### config.mk
export PLATFORM = sky130hd
export DESIGN_NAME = dm_mem_responder
export DESIGN_NICKNAME = d
export VERILOG_FILES = /design/src/rtl/dm_mem_pkg.sv /design/src/rtl/dm_rsp_pipe.sv /design/src/rtl/dm_mem_responder.sv
export SDC_FILE = /design/constraint.sdc
export NUM_CORES = 1
export LEC_CHECK = 0
export ABC_AREA = 1
export BUFFER_PORTS_ARGS = -buffer_cell sky130_fd_sc_hd__clkbuf_2
export CAP_MARGIN = 20
export CORE_ASPECT_RATIO = 0.9
export CORE_MARGIN = 3
export CORE_UTILIZATION = 49
export CTS_CLUSTER_SIZE = 28
export DETAILED_ROUTE_END_ITERATION = 12
export PLACE_DENSITY = 0.8
export SYNTH_ARGS = -nofsm -noshare
export SYNTH_HDL_FRONTEND = slang
export SYNTH_HIERARCHICAL = 1
export SYNTH_SLANG_ARGS = --single-unit
export TNS_END_PERCENT = 20
### constraint.sdc
create_clock -name clk_i -period 1.8 [get_ports clk_i]
set_input_delay 0.09 -clock clk_i [delete_from_list [all_inputs] [get_ports clk_i]]
set_output_delay 0.09 -clock clk_i [all_outputs]
set_load 0.02 [all_outputs]
### src/rtl/dm_mem_pkg.sv
// rtl/dm_mem_pkg.sv - shared types and instruction constants for the debug-memory responder
package dm_mem_pkg;

    typedef enum logic [1:0] {
        RUNNING  = 2'd0,
        HALTED   = 2'd1,
        RESUMING = 2'd2
    } dm_state_e;

    // One in-flight response plus the side-effect pulses that travel with it
    typedef struct packed {
        logic        valid;
        logic [31:0] rdata;
        logic        err;
        logic        exc;
        logic        ack;
    } dm_rsp_t;

    localparam logic [31:0] LoopInsn = 32'h0000006F;
    localparam logic [31:0] DretInsn = 32'h7B200073;
    localparam logic [31:0] NopInsn  = 32'h00000013;

endpackage

### src/rtl/dm_rsp_pipe.sv
// rtl/dm_rsp_pipe.sv - fixed-depth response delay line with synchronous flush
module dm_rsp_pipe
    import dm_mem_pkg::*;
#(
    parameter int unsigned Depth = 1
) (
    input  logic    clk,
    input  logic    flush,
    input  dm_rsp_t rsp_in,
    output dm_rsp_t rsp_out
);

    dm_rsp_t stage_q [Depth];

    // Shift every cycle; flush drops everything in flight
    always_ff @(posedge clk) begin
        if (flush) begin
            for (int i = 0; i < int'(Depth); i++) begin
                stage_q[i] <= '0;
            end
        end else begin
            stage_q[0] <= rsp_in;
            for (int i = 1; i < int'(Depth); i++) begin
                stage_q[i] <= stage_q[i-1];
            end
        end
    end

    assign rsp_out = stage_q[Depth-1];

endmodule

### src/rtl/dm_mem_responder.sv
// rtl/dm_mem_responder.sv - debug-memory window target: ROM responses and halt/resume tracking
module dm_mem_responder
    import dm_mem_pkg::*;
#(
    parameter logic [31:0] BaseAddr         = 32'd1,
    parameter logic [31:0] HaltAddress      = 32'd10,
    parameter logic [31:0] ExceptionAddress = 32'd12,
    parameter logic [31:0] WindowSize       = 32'd256,
    parameter int unsigned RespLatency      = 1,
    parameter logic [31:0] LoopInsnP        = LoopInsn,
    parameter logic [31:0] DretInsnP        = DretInsn,
    parameter logic [31:0] NopInsnP         = NopInsn
) (
    input  logic        clk_i,
    input  logic        rst_i,
    input  logic        req_i,
    output logic        gnt_o,
    input  logic [31:0] addr_i,
    input  logic        we_i,
    input  logic [3:0]  be_i,
    input  logic [31:0] wdata_i,
    output logic        rvalid_o,
    output logic [31:0] rdata_o,
    output logic        err_o,
    output logic        halted_o,
    input  logic        resume_req_i,
    output logic        resume_ack_o,
    output logic        exception_o,
    output logic [7:0]  exc_count_o
);

    localparam logic [31:0] HaltHitAddr = BaseAddr + HaltAddress;
    localparam logic [31:0] ExcHitAddr  = BaseAddr + ExceptionAddress;

    dm_state_e   state_q;
    logic        halted_q;
    logic [7:0]  exc_count_q;
    logic        in_win;
    logic        halt_hit;
    logic        exc_hit;
    logic        rd_ok;
    dm_rsp_t     rsp_d;
    dm_rsp_t     rsp_q;
    logic        unused_ok;

    // Writes carry no payload into this window
    assign unused_ok = ^{be_i, wdata_i};

    assign gnt_o    = req_i;
    assign in_win   = (addr_i - BaseAddr) < WindowSize;
    assign halt_hit = (addr_i == HaltHitAddr);
    assign exc_hit  = (addr_i == ExcHitAddr) && !halt_hit;
    assign rd_ok    = req_i && !we_i && in_win;

    // Build the response for the request accepted this cycle
    always_comb begin
        rsp_d       = '0;
        rsp_d.valid = req_i;
        if (rd_ok) begin
            if (halt_hit) begin
                if (state_q == RESUMING) begin
                    rsp_d.rdata = DretInsnP;
                    rsp_d.ack   = 1'b1;
                end else begin
                    rsp_d.rdata = LoopInsnP;
                end
            end else if (exc_hit) begin
                rsp_d.rdata = LoopInsnP;
                rsp_d.exc   = 1'b1;
            end else begin
                rsp_d.rdata = NopInsnP;
            end
        end else if (req_i) begin
            rsp_d.err = 1'b1;
        end
    end

    // Halt/resume state machine with registered halted flag and exception counter
    always_ff @(posedge clk_i) begin
        if (rst_i) begin
            state_q     <= RUNNING;
            halted_q    <= 1'b0;
            exc_count_q <= 8'd0;
        end else if (rd_ok && exc_hit) begin
            state_q  <= HALTED;
            halted_q <= 1'b1;
            if (exc_count_q != 8'hFF) begin
                exc_count_q <= exc_count_q + 8'd1;
            end
        end else if (rd_ok && halt_hit && state_q == RESUMING) begin
            state_q  <= RUNNING;
            halted_q <= 1'b0;
        end else if (rd_ok && halt_hit && state_q == RUNNING) begin
            state_q  <= HALTED;
            halted_q <= 1'b1;
        end else if (state_q == HALTED && resume_req_i) begin
            // a halt-loop fetch in this same cycle already got LoopInsn
            state_q  <= RESUMING;
            halted_q <= 1'b1;
        end
    end

    dm_rsp_pipe #(
        .Depth (RespLatency)
    ) u_rsp_pipe (
        .clk     (clk_i),
        .flush   (rst_i),
        .rsp_in  (rsp_d),
        .rsp_out (rsp_q)
    );

    assign rvalid_o     = rsp_q.valid;
    assign rdata_o      = rsp_q.valid ? rsp_q.rdata : 32'd0;
    assign err_o        = rsp_q.valid & rsp_q.err;
    assign exception_o  = rsp_q.valid & rsp_q.exc;
    assign resume_ack_o = rsp_q.valid & rsp_q.ack;
    assign halted_o     = halted_q;
    assign exc_count_o  = exc_count_q;

endmodule

* Word-level counts from Yosys, hierarchy flattened
Memories as Yosys holds them, arrays and structs flattened.
Cells that the tools add are included.
Widths: inputs -> output; s select.
** Cells by class
- Add/sub/neg operators :: 2
- $lt $le $gt $ge :: 1
- Eq/ne operators :: 5
- Mux-type cells :: 25
- Bitwise logic cells :: 3
- Reduce and logical (&&, ||, !) cells :: 15
** Operators by type and width (number)
- $mux 32 :: 3
- $eq 32x4->1 const B :: 2
- $mux 36 :: 1
- $reduce_or 36->1 :: 1
- $lt 32x9->1 const B :: 1
- $sub 32x1->32 const B :: 1
- $mux 31 :: 1
- $mux 1 :: 18
- $add 8x1->8 const B :: 1
- $logic_and 1x1->1 :: 8
- $ne 8x8->1 const B :: 1
- $mux 7 :: 1
- $reduce_bool 4->1 :: 1
- $reduce_or 4->1 :: 1
- $and 1x1->1 :: 3
- $eq 2x1->1 const B :: 1
- $eq 2x2->1 const B :: 1
- $logic_not 1->1 :: 2
- $logic_not 2->1 :: 1
- $mux 2 :: 1
- $reduce_and 2->1 :: 1
** Storage, ports and cells
- Flip-flop bits (word level) :: 11
- Bits in writable memories :: 36
- Input port bits :: 73
- Output and inout port bits :: 46
- Logic and storage cells :: 56
- Memories kept :: 1
** Memory list
- u_rsp_pipe.stage_q :: depth 1, bits a word 36, rd ports 1, clocked after Yosys merged registers in 0, write ports 1, line dm_rsp_pipe.sv:13 : dm_rsp_t stage_q [Depth];

* Longest topological paths before layout
- Word-level depth :: 8
- Mapped depth :: 17
- Mapped depth without buffers :: 17

* Cells and area by module
Netlist, hierarchy kept.
** Modules (own cells, without submodules)
- dm_mem_responder :: instances 1, cells each 370, area each 1793.0 um^2, seq. area each 220.2 um^2
- dm_rsp_pipe :: instances 1, cells each 112, area each 1041.0 um^2, seq. area each 720.7 um^2

* Worst setup path after synthesis
No wires, ideal clock.
- Kind :: input to register
- Start point :: in addr_i[5]
- End point :: mem u_rsp_pipe/stage_q[0][0] (netlist bit)
- Library setup time :: 0.064 ns
- Arrival :: 1.593 ns
- Required time :: 1.736 ns
- Setup slack :: 0.144 ns
- Stages :: 16
- Path buffers :: 1
- Path through :: nor2_1 nand2_2 nor2_8 nand2_2 nand2_1 nand2_1 nor2_1 nand2_1 nor2_1 nand3_2 nor2_4 buf_6 nand2_1 inv_1 inv_1 nor2_1
** RTL lines
- from (decl) :: line dm_mem_responder.sv:18 : input logic [31:0] addr_i,
- to (decl) :: line dm_rsp_pipe.sv:13

* Worst setup path in the final report
- Start point :: in addr_i[1]
- End point :: reg exc_count_q[3], in the netlist exc_count_o[3]
** On the way
- Cells in the longest elaborated chain, start to end :: 5
- Elaborated cells between the ends (all ways) :: 9
- Classes of those cells :: add/sub (1); order compare (1); eq/ne (2); reduce/logical (5)
** Ends and longest elaborated chain
- $sub 32x1->32 / $eq 32x4->1 (equally long branches) :: line dm_mem_responder.sv:50, dm_mem_responder.sv:51
- $lt 32x9->1 / $logic_not 1->1 (equally long branches) :: line dm_mem_responder.sv:50, dm_mem_responder.sv:52
- $logic_and 1x1->1 (on tied branches) :: line dm_mem_responder.sv:53, dm_mem_responder.sv:52
- $logic_and 1x1->1 (*) :: line dm_mem_responder.sv:84 : end else if (rd_ok && exc_hit) begin
- $reduce_and 2->1 (no source line) (*)
- to (signal assigned) :: line dm_mem_responder.sv:88 : exc_count_q <= exc_count_q + 8'd1;
- to (decl) :: line dm_mem_responder.sv:37 : logic [7:0] exc_count_q;
Every way passes the cells marked *; elsewhere a longest branch is shown, timed or not.
A chain may end at the register's enable or synchronous reset.

==> results_dict.tcl <==
set metrics [dict create \
    slew_viol_final 0 \
    seq_area_frac_synth_pct 33.20 \
    cts_buffers 5 \
    grt_max_degree 35 \
    drt-total-wl_um 8111 \
    place_ws_ns -0.3472 \
    die_area_um2 6733 \
    power.share.clock_pct 38.8 \
    cp-start-kind "input pin" \
    swShare_pct 23.82 \
    yosysTopAreaCellShare_pct 33.20 \
    worst_path_max_delay_cell "o21ai_1" \
    placed_cells 691 \
    cts_tree "yes" \
    h-tree-depth 2 \
    via_per_inst 4.762 \
    drv_cap 0 \
    ir_drop_mv 0.4333 \
    wl_per_cell_um 11.54 \
    route.vias.total 3348 \
    start_util_pct 52.37 \
    drive_gt1_share_pct 34.43 \
    crit_chain "clkbuf_2 > nor2_4 > nand3_2 > inv_1 > nand2_1 > o21ai_1 > nand3_1 > nor2_1 > nand3_2 > nor2_4 > buf_6 > nand4_1 > nand2_1 > nand2_1 > nor2_2" \
    crit_buf_inv 3 \
    numPortBuffers 82 \
    area_delta_synth_final_pct 45.08 \
    clock_latency_ns 0.29 \
    switching_power_uw 547.5 \
    clock_skew_ns 0.006155 \
    max_stage_delay_ns 0.18 \
    cts_buffer_depth 2 \
    rsz0062_at_grt "yes" \
    combPwrFrac_pct 14.7 \
    clockRootBuffer "clkbuf_8" \
    yosys.cell_types.count 28 \
    drcViolationCount 0 \
    gp_congestion 0.9840 \
    grt_pass1_wl_um 12410 \
    cpMostUsedCell "nand2_1" \
    nNetsFinal 709 \
    antenna_found_initial 0 \
    synth_area_per_cell_um2 5.880 \
    die_w_um 86.17 \
    criticalPathCategory "input pin to flip-flop" \
    diodes 0 \
    crit_family "simple AND/OR/NAND/NOR gates" \
    path_clk_slew_ns 0.08 \
    grtUsageTotal_pct 22.77 \
    required_ns 2.03 \
    p_leak_nw 2.248 \
    yosysWarnings 6 \
    hold_path.class "input pin to flip-flop" \
    clkSinkCount 47 \
    finish.utilization_pct 75.98 \
    synth_cells 482 \
    io_pins 119 \
    timing.hold.ws_ns 0.02813 \
    regArea_um2 943.4 \
    synth_seq_cells 47 \
    arrival_ns 2.03 \
    rows 25 \
    fin_area_um2 4111 \
    min_period_over_period_pct 99.87 \
    worst_slack_ns 0.002376 \
    multiInputGateArea_um2 1655 \
    timing.fmax_ghz 0.5563 \
    synth_async_sr_flop_share_pct 0 \
    gr-total-overflow 0 \
    ctsHoldBuffers 0 \
    powerDensity_nw_per_um2 559.1 \
    yosysTopAreaCell "dfxtp_1" \
    antenna_left 0 \
    first_pass_iters 5 \
    pwr-share-seq_pct 46.5 \
    synthFlopType "dfxtp_1" \
    status "finished clean" \
    first_iter_violations 245 \
    syn-cell-area_um2 2834 \
    grt_pass1_vias 2866 \
    core_um2 5411 \
    hpwlAfterDp_um 6009 \
    power.total_mw 2.299 \
    critPathMaxFanout 6 \
    placed_cell_area_um2 3724 \
    fillerInstances 415 \
    finalHoldViolCount 0 \
    dieHeight_um 78.15 \
    synth_area_leaders "dfxtp_1, nand2_1, inv_1" \
    synth_edf_count 0 \
    setup_viol 0 \
    setup_tns_ns 0 \
    end_kind "flip-flop" \
    final_cells 703 \
    internal-power_mw 1.751 \
    period_minus_slack_ns 1.798 \
]
what timing repair did:
| action | CTS | global route |
|---|---|---|
| pin swaps | 0 | 27 |
| cloned | 0 | 0 |
| endpoints found under the setup margin | 7 | 27 |
| setup buffers | 0 | 4 |
| gates resized for setup | 1 | 81 |
sequential cells by signal (all words and copies together) (netlist names):
register            cells
exc_count_o             8
halted_o                1
state_q                 2
u_rsp_pipe/stage_q     36
worst paths after layout:
path                  start                         to  slack, ns  cells after the start
max               addr_i[1]             exc_count_o[3]      0.002                     15
min                   req_i  u_rsp_pipe/stage_q[0][35]       0.03                      3
max reg2reg  exc_count_o[0]             exc_count_o[3]       0.16                     10
min reg2reg        halted_o                   halted_o       0.47                      2
cell usage in the layout (no fill, tap or decap), drive strengths merged, types with 5 or more instances in the layout:
cell and count:
nor2 119, conb 18, o21bai 5, nor3 5
inv 110, nand4 12, nand3 19, o21ai 10
clkbuf 82, dfxtp 47, nand2 131, buf 63
synthesized netlist by cell type (4+ instances only):
cell,instances
o21ai_1,5
nor3_1,4
nand3_1,17
o21bai_1,5
o21ai_0,5
nor2_2,11
buf_6,5
clkbuf_1,4
nand4_1,12
nand2_2,4
inv_1,110
nor2_1,106
dfxtp_1,47
nand2_1,127
area by class of cell:
class	count	area share, %
multi-input combinational	332	40.26
sequential	47	22.95
timing repair buffer	139	21.49
inverter	110	10.04
tap	67	2.039
clock buffer	6	1.765
clock inverter	2	1.461
metal layers:
metal	up-vias	global-route usage (%)	wire, µm
met5	-	0	0
met2	143	37.75	3830
met1	1476	29.99	3422
li1	1703	-	-
met4	0	7.437	212
met3	26	3.778	646
power by group through the flow:
stage,clock network (mW),registers [mW],logic (mW)
after floorplan,0,1.09,0.154
after global placement,0,1.09,0.283
after detailed placement,0,1.09,0.287
after CTS,0.906,1.07,0.288
after global routing,0.944,1.07,0.370
final,0.892,1.07,0.338
kinds of logic (layout without fill, tap and decap cells):
group	Yosys count	in the layout	synth area share, %
and+or+nand+nor	294	294	44.90
DFF	47	47	33.20
AOI/OAI and AO/OA	18	18	3.664
buffers and inverters	120	257	17.35
adders and majority gates	1	1	0.4414
xor gates and xnor gates	1	1	0.3091
other	1	18	0.1323
tightest hold or removal path: stages:
cell,delay [ns]
clkbuf_2,0.11
inv_1,0.06
nor2_1,0.03
No activity file was read; power rests on OpenSTA's default activity.
